[src/rtl/toggle_cover_pkg.sv]
// Shared definitions for the toggle-coverage feeder: cover point layout and
// the derived width of the covered-point counter.
package toggle_cover_pkg;

  localparam int unsigned RISE_OFS       = 0;
  localparam int unsigned FALL_OFS       = 1;
  localparam int unsigned POINTS_PER_BIT = 2;

  // Enough bits to hold every count from 0 up to and including 2*width.
  function automatic int unsigned cover_cnt_w(input int unsigned width);
    return $clog2(POINTS_PER_BIT * width + 1);
  endfunction

endpackage

[src/rtl/toggle_cover_bit.sv]
// Per-signal edge detector: keeps the previous sample and the sticky hit state
// of this bit's rise and fall cover points.
module toggle_cover_bit
  import toggle_cover_pkg::*;
(
  input  logic       clock,
  input  logic       reset,
  input  logic       clear,
  input  logic       armed,
  input  logic       sig,
  output logic [1:0] hit,
  output logic [1:0] new_hit
);

  logic       prev;
  logic [1:0] seen;

  always_comb begin
    hit           = '0;
    hit[RISE_OFS] = armed & ~prev & sig;
    hit[FALL_OFS] = armed & prev & ~sig;
    new_hit       = hit & ~seen;
  end

  // The sample is taken even during clear, so the following cycle compares
  // against the value seen in the clear cycle.
  always_ff @(posedge clock) begin
    if (reset) begin
      prev <= 1'b0;
      seen <= '0;
    end else begin
      prev <= sig;
      if (clear) seen <= '0;
      else       seen <= seen | hit;
    end
  end

endmodule

[src/rtl/toggle_cover_detect.sv]
// Toggle-coverage feeder: registered rise/fall cover pulses per monitored bit,
// with optional report-once suppression and a running covered-point count.
module toggle_cover_detect
  import toggle_cover_pkg::*;
#(
  parameter int unsigned WIDTH       = 2,
  parameter bit          REPORT_ONCE = 1'b1,
  parameter int unsigned CNT_W       = cover_cnt_w(WIDTH)
)
(
  input  logic               clock,
  input  logic               reset,
  input  logic [WIDTH-1:0]   sig,
  input  logic               clear,
  output logic [2*WIDTH-1:0] valid,
  output logic [CNT_W-1:0]   covered_count,
  output logic               all_covered
);

  localparam int unsigned NPTS = POINTS_PER_BIT * WIDTH;

  logic             armed;
  logic [NPTS-1:0]  hit;
  logic [NPTS-1:0]  new_hit;
  logic [CNT_W-1:0] pop;
  logic [CNT_W-1:0] count_nxt;

  for (genvar g = 0; g < WIDTH; g++) begin : g_bit
    toggle_cover_bit u_bit (
      .clock   (clock),
      .reset   (reset),
      .clear   (clear),
      .armed   (armed),
      .sig     (sig[g]),
      .hit     (hit[POINTS_PER_BIT*g +: POINTS_PER_BIT]),
      .new_hit (new_hit[POINTS_PER_BIT*g +: POINTS_PER_BIT])
    );
  end

  always_comb begin
    pop = '0;
    for (int unsigned p = 0; p < NPTS; p++) begin
      pop = pop + CNT_W'(new_hit[p]);
    end
    count_nxt = covered_count + pop;
  end

  // Clear leaves armed untouched so a clear right after reset still skips
  // reporting until a normal cycle has taken a sample.
  always_ff @(posedge clock) begin
    if (reset) begin
      armed         <= 1'b0;
      valid         <= '0;
      covered_count <= '0;
      all_covered   <= 1'b0;
    end else if (clear) begin
      valid         <= '0;
      covered_count <= '0;
      all_covered   <= 1'b0;
    end else begin
      armed         <= 1'b1;
      valid         <= REPORT_ONCE ? new_hit : hit;
      covered_count <= count_nxt;
      all_covered   <= (count_nxt == CNT_W'(NPTS));
    end
  end

endmodule

[config.mk]
export PLATFORM = sky130hd
export DESIGN_NAME = toggle_cover_detect
export DESIGN_NICKNAME = d
export VERILOG_FILES = /design/src/rtl/toggle_cover_pkg.sv /design/src/rtl/toggle_cover_bit.sv /design/src/rtl/toggle_cover_detect.sv
export SDC_FILE = /design/constraint.sdc
export NUM_CORES = 1
export LEC_CHECK = 0
export CAP_MARGIN = 40
export CORE_AREA = 2 2 39 41
export CTS_BUF_LIST = sky130_fd_sc_hd__clkbuf_16
export DETAILED_ROUTE_END_ITERATION = 6
export DIE_AREA = 0 0 41 43
export MAX_ROUTING_LAYER = met4
export PLACE_DENSITY = 0.85
export SLEW_MARGIN = 30
export SYNTH_ARGS = -nofsm -noshare
export SYNTH_HDL_FRONTEND = slang
export SYNTH_SLANG_ARGS = --single-unit
[constraint.sdc]
create_clock -name clock -period 6.7 [get_ports clock]
set_input_delay 1.675 -clock clock [delete_from_list [all_inputs] [get_ports clock]]
set_output_delay 1.675 -clock clock [all_outputs]
set_load 0.01 [all_outputs]
### After elaboration in Yosys (flattened, before gate mapping)

Cells that the tools add are included.

* memories: 0
* register bits: 15
* output and inout bits: 8
* bits in latches: 0
* ROM bits: 0
* memory bits (writable): 0
* input port bits: 5
* logic and storage cells: 32

* reductions and logical operators: 1
* div/mod/pow operators: 0
* shift operators: 0
* $lt $le $gt $ge: 0
* bitwise gates (word level): 18
* $add $sub $neg: 4
* $mul: 0
* equality and inequality tests: 1
* multiplexer cells: 0

Operator list (count)
* $and A1 B1 Y1: 8
* $and A2 B2 Y2: 2
* $not A1 Y1: 4
* $not A2 Y2: 2
* $or A2 B2 Y2: 2
* $add A2 B1 Y3: 1
* $add A3 B1 Y3: 1
* $add A3 B3 Y3: 1
* $eq A3 B3 Y1 const B: 1
* $add A1 B1 Y2: 1
* $reduce_or A2 Y1: 1

### Depth between registers and ports, before layout

Gate-level depths: netlist of the first run.

* depth in word-level cells: 9
* depth in mapped cells: 8
* depth with buffers taken out: 8

### Cells and area by module

Synthesis of the first run repeated with hierarchy kept, for this count alone.

* cells, all modules: 56
* area, all modules: 593.1 um2

By module, submodules not included
* toggle_cover_detect: cells an instance 28, seq. area each 180.2 um2, times used 1, area an instance 335.3 um2
* toggle_cover_bit: cells an instance 14, seq. area each 60.1 um2, times used 2, area an instance 128.9 um2

### Worst setup path after synthesis of the first run

OpenSTA, ideal clock, no wires.

* kind: input -> register
* start: input port sig[0]
* end: register covered_count[1]
* data required time: 6622 ps
* arrival time: 3459 ps
* cell stages on the path: 6
* path buffers: 0
* slack: 3163 ps
* library setup time: 78 ps
* cell sequence: nor4b_1 fa_1 fa_1 inv_1 fa_1 nor3_1

* word-level cells in the longest chain between the ends: 7
* elaborated cells on any way between the ends: 8

RTL lines
* start, declared: line toggle_cover_detect.sv:13 `input logic [WIDTH-1:0] sig,`
* $not A1 Y1: line toggle_cover_bit.sv:21 `hit[FALL_OFS] = armed & prev & ~sig;`
* $and A1 B1 Y1: line toggle_cover_bit.sv:21
* $and A2 B2 Y2 (*): line toggle_cover_bit.sv:22 `new_hit = hit & ~seen;`
* $add A1 B1 Y2 (*): line toggle_cover_detect.sv:43 `pop = pop + CNT_W'(new_hit[p]);`
* $add A2 B1 Y3 (*): line toggle_cover_detect.sv:43
* $add A3 B1 Y3 (*): line toggle_cover_detect.sv:43
* $add A3 B3 Y3 (*): line toggle_cover_detect.sv:45 `count_nxt = covered_count + pop;`
* end signal, assigned: line toggle_cover_detect.sv:63 `covered_count <= count_nxt;`
* end, declared: line toggle_cover_detect.sv:16 `output logic [CNT_W-1:0] covered_count,`

Mark *: on every way between the ends. The rest lies on a longest branch, timed or not.
A chain may end at the register's enable or synchronous reset.

### Final worst setup path of the first run

* start: input port sig[1]
* end: register covered_count[1]

* word-level cells in the longest chain between the ends: 5
* elaborated cells on any way between the ends: 7

RTL lines
* $and A1 B1 Y1: line toggle_cover_bit.sv:20 `hit[RISE_OFS] = armed & ~prev & sig;`
* $and A2 B2 Y2: line toggle_cover_bit.sv:22
* named net g_bit[1].u_bit.new_hit[0]: line toggle_cover_bit.sv:12 `output logic [1:0] new_hit`
* $add A2 B1 Y3: line toggle_cover_detect.sv:43
* $add A3 B1 Y3: line toggle_cover_detect.sv:43
* $add A3 B3 Y3: line toggle_cover_detect.sv:45

The timed path passes the listed nets, and every way through them passes these cells.

==> impl_metrics.env, run 1 <==
export IMPL_dieArea_um2=1760
export IMPL_synth_seq_cells=15
export IMPL_synth_top_family_by_area="simple AND/OR/NAND/NOR gates"
export IMPL_postPlaceCellArea_um2=758
export IMPL_synthAdderAreaFrac_pct=9.72
export IMPL_final_setup_tns_ps=0
export IMPL_grt_max_degree=10
export IMPL_r2r_end="covered_count[1]"
export IMPL_hold_viol=0
export IMPL_synth_seq_area_share_pct=48.6
export IMPL_crit_path_start_kind="primary input"
export IMPL_wire_per_inst_um=13.2
export IMPL_drive_gt1_share_pct=18.5
export IMPL_status="finished, final reports clean"
export IMPL_vias=409
export IMPL_ctsResizeCount=0
export IMPL_crit_type="primary input to flip-flop"
export IMPL_min_path_type="flip-flop to flip-flop"
export IMPL_area_growth_syn_to_layout_pct=35.6
export IMPL_p_seq_share_pct=41.9
export IMPL_clk_latency_ps=250
export IMPL_layout_cells_non_filler=81
export IMPL_clock_sinks=15
export IMPL_cts_root_buffer="clkbuf_16"
export IMPL_min_to="valid[1]"
export IMPL_grt_use_total_pct=14.9
export IMPL_place_inst=77
export IMPL_post_dp_hpwl_um=757
export IMPL_startpoint="sig[1]"
export IMPL_place_congestion=0.766
export IMPL_synth_top_cell_by_area="dfxtp_1"
export IMPL_p_sw_mw=0.0450
export IMPL_synthTopCellsByArea="dfxtp_1 49%, fa_1 9.7%, nor4b_2 7.3%, nor4b_1 7.1%, and3b_2 4.9%"
export IMPL_ant_nets=0
export IMPL_ir_worst_vdd_v=0.000140
export IMPL_layout_min_cycle_time_ps=4030
export IMPL_synth_cell_types=16
export IMPL_worstHoldPathCells=1
export IMPL_path_cells="clkdlybuf4s50_1 -> nor4b_1 -> fa_1 -> fa_1 -> inv_1 -> fa_1 -> nor3_1"
export IMPL_grt_antenna_before_repair=0
export IMPL_p_sw_share_pct=20.0
export IMPL_nets=74
export IMPL_slew_violations=0
export IMPL_drt_iter0_markers=7
export IMPL_tightest_slew_ps=485
export IMPL_io_pins=13
export IMPL_rows=14
export IMPL_ys_warn_count=0
export IMPL_drv_cap=0
export IMPL_io_buffers=12
export IMPL_place_ws_ps=2400
export IMPL_yosysTopAreaCellShare_pct=48.6
export IMPL_postLayoutCoreUtil_pct=60.6
export IMPL_min_delay_start="g_bit[0].u_bit.seen[1]"
export IMPL_die_width_um=41
export IMPL_grt_setup_unrepaired="no"
export IMPL_p_per_area_nw_per_um2=269
export IMPL_fp_dieH_um=43
export IMPL_cp_required_ps=6870
export IMPL_path_max_fanout=7
export IMPL_dr_pass1_iters=3
export IMPL_wl_um=1070
export IMPL_grt_pass1_wl_um=1660
export IMPL_final_area_um2=838
export IMPL_postCtsSetupRepairBufs=0
export IMPL_finalPower_mw=0.226
export IMPL_synthMuxAreaShare_pct=0
export IMPL_antenna_cells=0
export IMPL_clock_path_buffers=2
export IMPL_synthXorXnorAreaFrac_pct=1.42
export IMPL_grt_pass1_vias=382
export IMPL_regToRegStartpoint="armed"
export IMPL_fin_ws_ps=2670
export IMPL_arrival_ps=4200
export IMPL_slew_headroom_pct=67.2
export IMPL_cp_slowest_cell="clkdlybuf4s50_1"
export IMPL_synth_compound_area_share_pct=5.67
export IMPL_initial_utilization_pct=44.7
export IMPL_syn_avg_cell_area_um2=12.6
export IMPL_htreeDepth=1
export IMPL_final_period_utilization_pct=60.1
export IMPL_grt_overflow=0
export IMPL_synth_fp_nets=57
export IMPL_crit_path_frequent_cell="fa_1"
export IMPL_viasPerCell=5.05
export IMPL_fmax_ghz=0.248
export IMPL_r2r_setup_slack_ps=4120
export IMPL_path_clk_slew_ps=50
export IMPL_whs_ps=476
export IMPL_synth_cells=49
export IMPL_end_kind="flip-flop"
export IMPL_cts_tree="yes"
export IMPL_cts_buffers=3
export IMPL_p_clk_share_pct=50.7
export IMPL_p_int_mw=0.181
export IMPL_synth_area_um2=618
export IMPL_power_frac_comb_pct=7.4
export IMPL_setup_viol=0
export IMPL_crit_path_max_incr_delay_ps=600
export IMPL_cts_hold_buffers=0
export IMPL_drc=0
export IMPL_p_leak_nw=0.313
export IMPL_fin_skew_ps=4.62
export IMPL_ff2ff_path_depth=7
export IMPL_synth_simple_area_share_pct=31.6
export IMPL_core_um2=1380
==> layer usage <==
layer  track usage [%]  wire length [µm]  up-vias
li1                  -                 -      205
met1              18.1               497      191
met2              20.3               494       11
met3              4.71                53        2
met4              10.0                22        0
met5                 -                 0        -
==> placed cells by master, fill, tap and decap left out, drive strengths merged <==
cell type and n:
a21oi 1, and2 1, and3b 4, clkbuf 3, clkdlybuf4s50 12, clkinv 1
dfxtp 15, fa 3, inv 5, nor2 1, nor2b 2, nor3 2
nor4b 9, o21a 4, or3b 1, xor2 1
==> Yosys cell counts, drive strengths merged <==
cell and count:
dfxtp 15, nor4b 9, inv 5, and3b 4
o21a 4, fa 3, nor2b 2, nor3 2
a21oi 1, and2 1, nor2 1, or3b 1
xor2 1
==> cells by family after synthesis <==
kind of cell             after synthesis
AO/OA/AOI/OAI                          5
buffers and inverters                  5
AND/OR/NAND/NOR                       20
adder cells (fa/ha/maj)                3
XOR/XNOR                               1
flip-flops                            15
==> critical path, delay by kind of cell <==
family                     cells  cell delay [ps]
buffers and inverters          2              680
adders and majority gates      3             1310
and+or+nand+nor                2              540
==> flip-flops by register name, summed over array words and instances (netlist names) <==
signal            count
g_bit.u_bit.seen      4
covered_count         3
valid                 4
all_covered           1
g_bit.u_bit.prev      2
armed                 1
==> power by group through the flow <==
stage               sequential [mW]  clock (mW)  combinational [mW]
detailed placement           0.0962           0              0.0164
CTS                          0.0946       0.117              0.0167
global placement             0.0962           0              0.0162
finish                       0.0946       0.114              0.0166
floorplan                    0.0960           0             0.00855
global route                 0.0948       0.119              0.0179
==> worst max path at each step <==
stage	end	slack, ps	depth (start not counted)
3_5_place_dp	covered_count[1]	2400	7
6_report	covered_count[1]	2670	7
3_3_place_gp	covered_count[1]	2470	7
2_1_floorplan	covered_count[1]	3160	6
4_1_cts	covered_count[1]	2660	7
5_1_grt	covered_count[1]	2450	7
==> cell type report <==
class                   instances  area (µm²)
repair buffers                 12         120
well taps                      16        20.0
inverters                       5        18.8
flip-flops and latches         15         300
clock buffers                   3        75.1
multi-input cells              29         299
clock inverters                 1        5.00
fillers                       114         546
Power figures use the tool's default switching activity.
==> inputs of run 2 (changes only) <==
CORE_AREA = not set   (was 2 2 39 41)
CORE_MARGIN = 2   (was not set)
CORE_UTILIZATION = 47   (was not set)
DIE_AREA = not set   (was 0 0 41 43)
clock period = 3.8 ns   (was 6.7 ns; I/O delays follow)
==> impl_metrics.env, run 2 (synthesis gave the netlist of run 1 again) <==
export IMPL_power_frac_comb_pct=7.7
export IMPL_cts_tree="yes"
export IMPL_ir_worst_vdd_v=0.000313
export IMPL_setup_viol=0
export IMPL_ff2ff_path_depth=7
export IMPL_layout_commonest_cell="dfxtp_1"
export IMPL_crit_path_start_kind="primary input"
export IMPL_fp_dieH_um=40.3
export IMPL_drc=0
export IMPL_final_period_utilization_pct=83.3
export IMPL_crit_path_max_incr_delay_ps=500
export IMPL_io_buffers=12
export IMPL_drive_gt1_share_pct=19.4
export IMPL_end_kind="flip-flop"
export IMPL_rows=13
export IMPL_post_dp_hpwl_um=761
export IMPL_grt_pass1_wl_um=1770
export IMPL_antenna_cells=0
export IMPL_p_sw_share_pct=19.4
export IMPL_whs_ps=472
export IMPL_path_max_fanout=2
export IMPL_reg_top3="g_bit.u_bit.seen: 4 flops, valid: 4 flops, covered_count: 3 flops"
export IMPL_vias=423
export IMPL_cts_hold_buffers=0
export IMPL_r2r_setup_slack_ps=1240
export IMPL_min_path_type="flip-flop to flip-flop"
export IMPL_r2r_end="covered_count[1]"
export IMPL_grt_pass1_vias=413
export IMPL_p_leak_nw=0.324
export IMPL_place_congestion=0.791
export IMPL_layout_min_cycle_time_ps=3170
export IMPL_status="finished, final reports clean"
export IMPL_p_seq_share_pct=42.3
export IMPL_cp_slowest_cell="fa_1"
export IMPL_path_cells="clkdlybuf4s50_1 -> nor4b_1 -> fa_1 -> fa_1 -> inv_1 -> fa_1 -> nor3_1"
export IMPL_slew_headroom_pct=71.9
export IMPL_io_pins=13
export IMPL_dieArea_um2=1620
export IMPL_clk_latency_ps=240
export IMPL_num_fill_cells=105
export IMPL_p_per_area_nw_per_um2=464
export IMPL_ctsResizeCount=0
export IMPL_die_width_um=40.3
export IMPL_ant_nets=0
export IMPL_grt_max_degree=9
export IMPL_dr_pass1_iters=2
export IMPL_nets=76
export IMPL_wire_per_inst_um=13.0
export IMPL_grt_overflow=0
export IMPL_htreeDepth=1
export IMPL_drt_iter0_markers=1
export IMPL_final_setup_tns_ps=0
export IMPL_hold_viol=0
export IMPL_p_clk_share_pct=50.0
export IMPL_path_clk_slew_ps=50
export IMPL_min_to="valid[2]"
export IMPL_postCtsSetupRepairBufs=0
export IMPL_clock_path_buffers=2
export IMPL_worstHoldPathCells=1
export IMPL_cts_root_buffer="clkbuf_16"
export IMPL_min_delay_start="g_bit[1].u_bit.seen[0]"
export IMPL_cts_buffers=3
export IMPL_clock_sinks=15
export IMPL_initial_utilization_pct=48.7
export IMPL_p_int_mw=0.318
export IMPL_core_um2=1270
export IMPL_fmax_ghz=0.316
export IMPL_cp_required_ps=3960
export IMPL_arrival_ps=3330
export IMPL_tightest_slew_ps=415
export IMPL_crit_path_frequent_cell="fa_1"
export IMPL_grt_antenna_before_repair=0
export IMPL_grt_setup_unrepaired="no"
export IMPL_final_cell_mix="15 x dfxtp_1, 12 x clkdlybuf4s50_1, 6 x inv_1"
export IMPL_wl_um=1070
export IMPL_viasPerCell=5.16
export IMPL_regToRegStartpoint="armed"
export IMPL_area_growth_syn_to_layout_pct=37.7
export IMPL_fin_skew_ps=2.52
export IMPL_grt_use_total_pct=17.4
export IMPL_crit_type="primary input to flip-flop"
export IMPL_p_sw_mw=0.0765
export IMPL_slew_violations=0
export IMPL_drv_cap=0
run 2: cell types whose count changed in the layout (fill, tap and decap cells not counted):
cell	before	now
inv_1	5	6
clkinv_2	1	0
buf_4	0	2
run 2: worst max-delay path by stage:
stage                       from               end  slack, ps  depth (start not counted)
after floorplan           sig[0]  covered_count[1]        990                          6
after global placement    sig[0]       all_covered        400                          8
after detailed placement  sig[0]  covered_count[1]        350                          7
after CTS                 sig[0]  covered_count[1]        620                          7
after global routing      sig[0]       all_covered        390                          8
final                     sig[0]  covered_count[1]        630                          7
run 2: final cells by class:
| cell class | instances | area [µm²] | share of cell area [%] |
|---|---|---|---|
| Sequential cell | 15 | 300 | 35.3 |
| Multi-Input combinational cell | 29 | 299 | 35.1 |
| Timing Repair Buffer | 14 | 135 | 15.9 |
| Clock buffer | 3 | 75.1 | 8.82 |
| Inverter | 5 | 18.8 | 2.21 |
| Tap cell | 15 | 18.8 | 2.21 |
| Clock inverter | 1 | 3.75 | 0.441 |
run 2: through the flow:
step / cell area (µm²) / std cells / utilization, % / power (mW) / worst slack, ps
2_1_floorplan: 618 / 49 / - / 0.184 / 988
3_3_place_gp: 772 / 78 / 60.8 / 0.199 / 405
3_5_place_dp: 772 / 78 / 60.8 / 0.200 / 346
4_1_cts: 851 / 82 / 67.1 / 0.398 / 625
5_1_grt: 851 / 82 / 67.1 / 0.408 / 387
6_report: 851 / 82 / 67.1 / 0.395 / 635
run 2: power by group through the flow:
stage	registers [mW]	clock network, mW	logic (mW)
global placement	0.169	0	0.0299
global route	0.168	0.207	0.0333
CTS	0.167	0.201	0.0306
floorplan	0.169	0	0.0151
detailed placement	0.170	0	0.0300
finish	0.167	0.197	0.0303
run 2: critical path: cells and delay by family:
kind,cells,cell delay (ps)
adders and majority gates,3,1290
buffers and inverters,2,550
and+or+nand+nor,2,530
run 2: routing by layer:
layer | vias up | track usage (%) | part of all wire (%)
met4 | 0 | 7.50 | 2.0
met5 | - | - | 0
met3 | 2 | 5.00 | 5.5
met1 | 196 | 22.8 | 49
met2 | 14 | 25.0 | 43
li1 | 211 | - | -
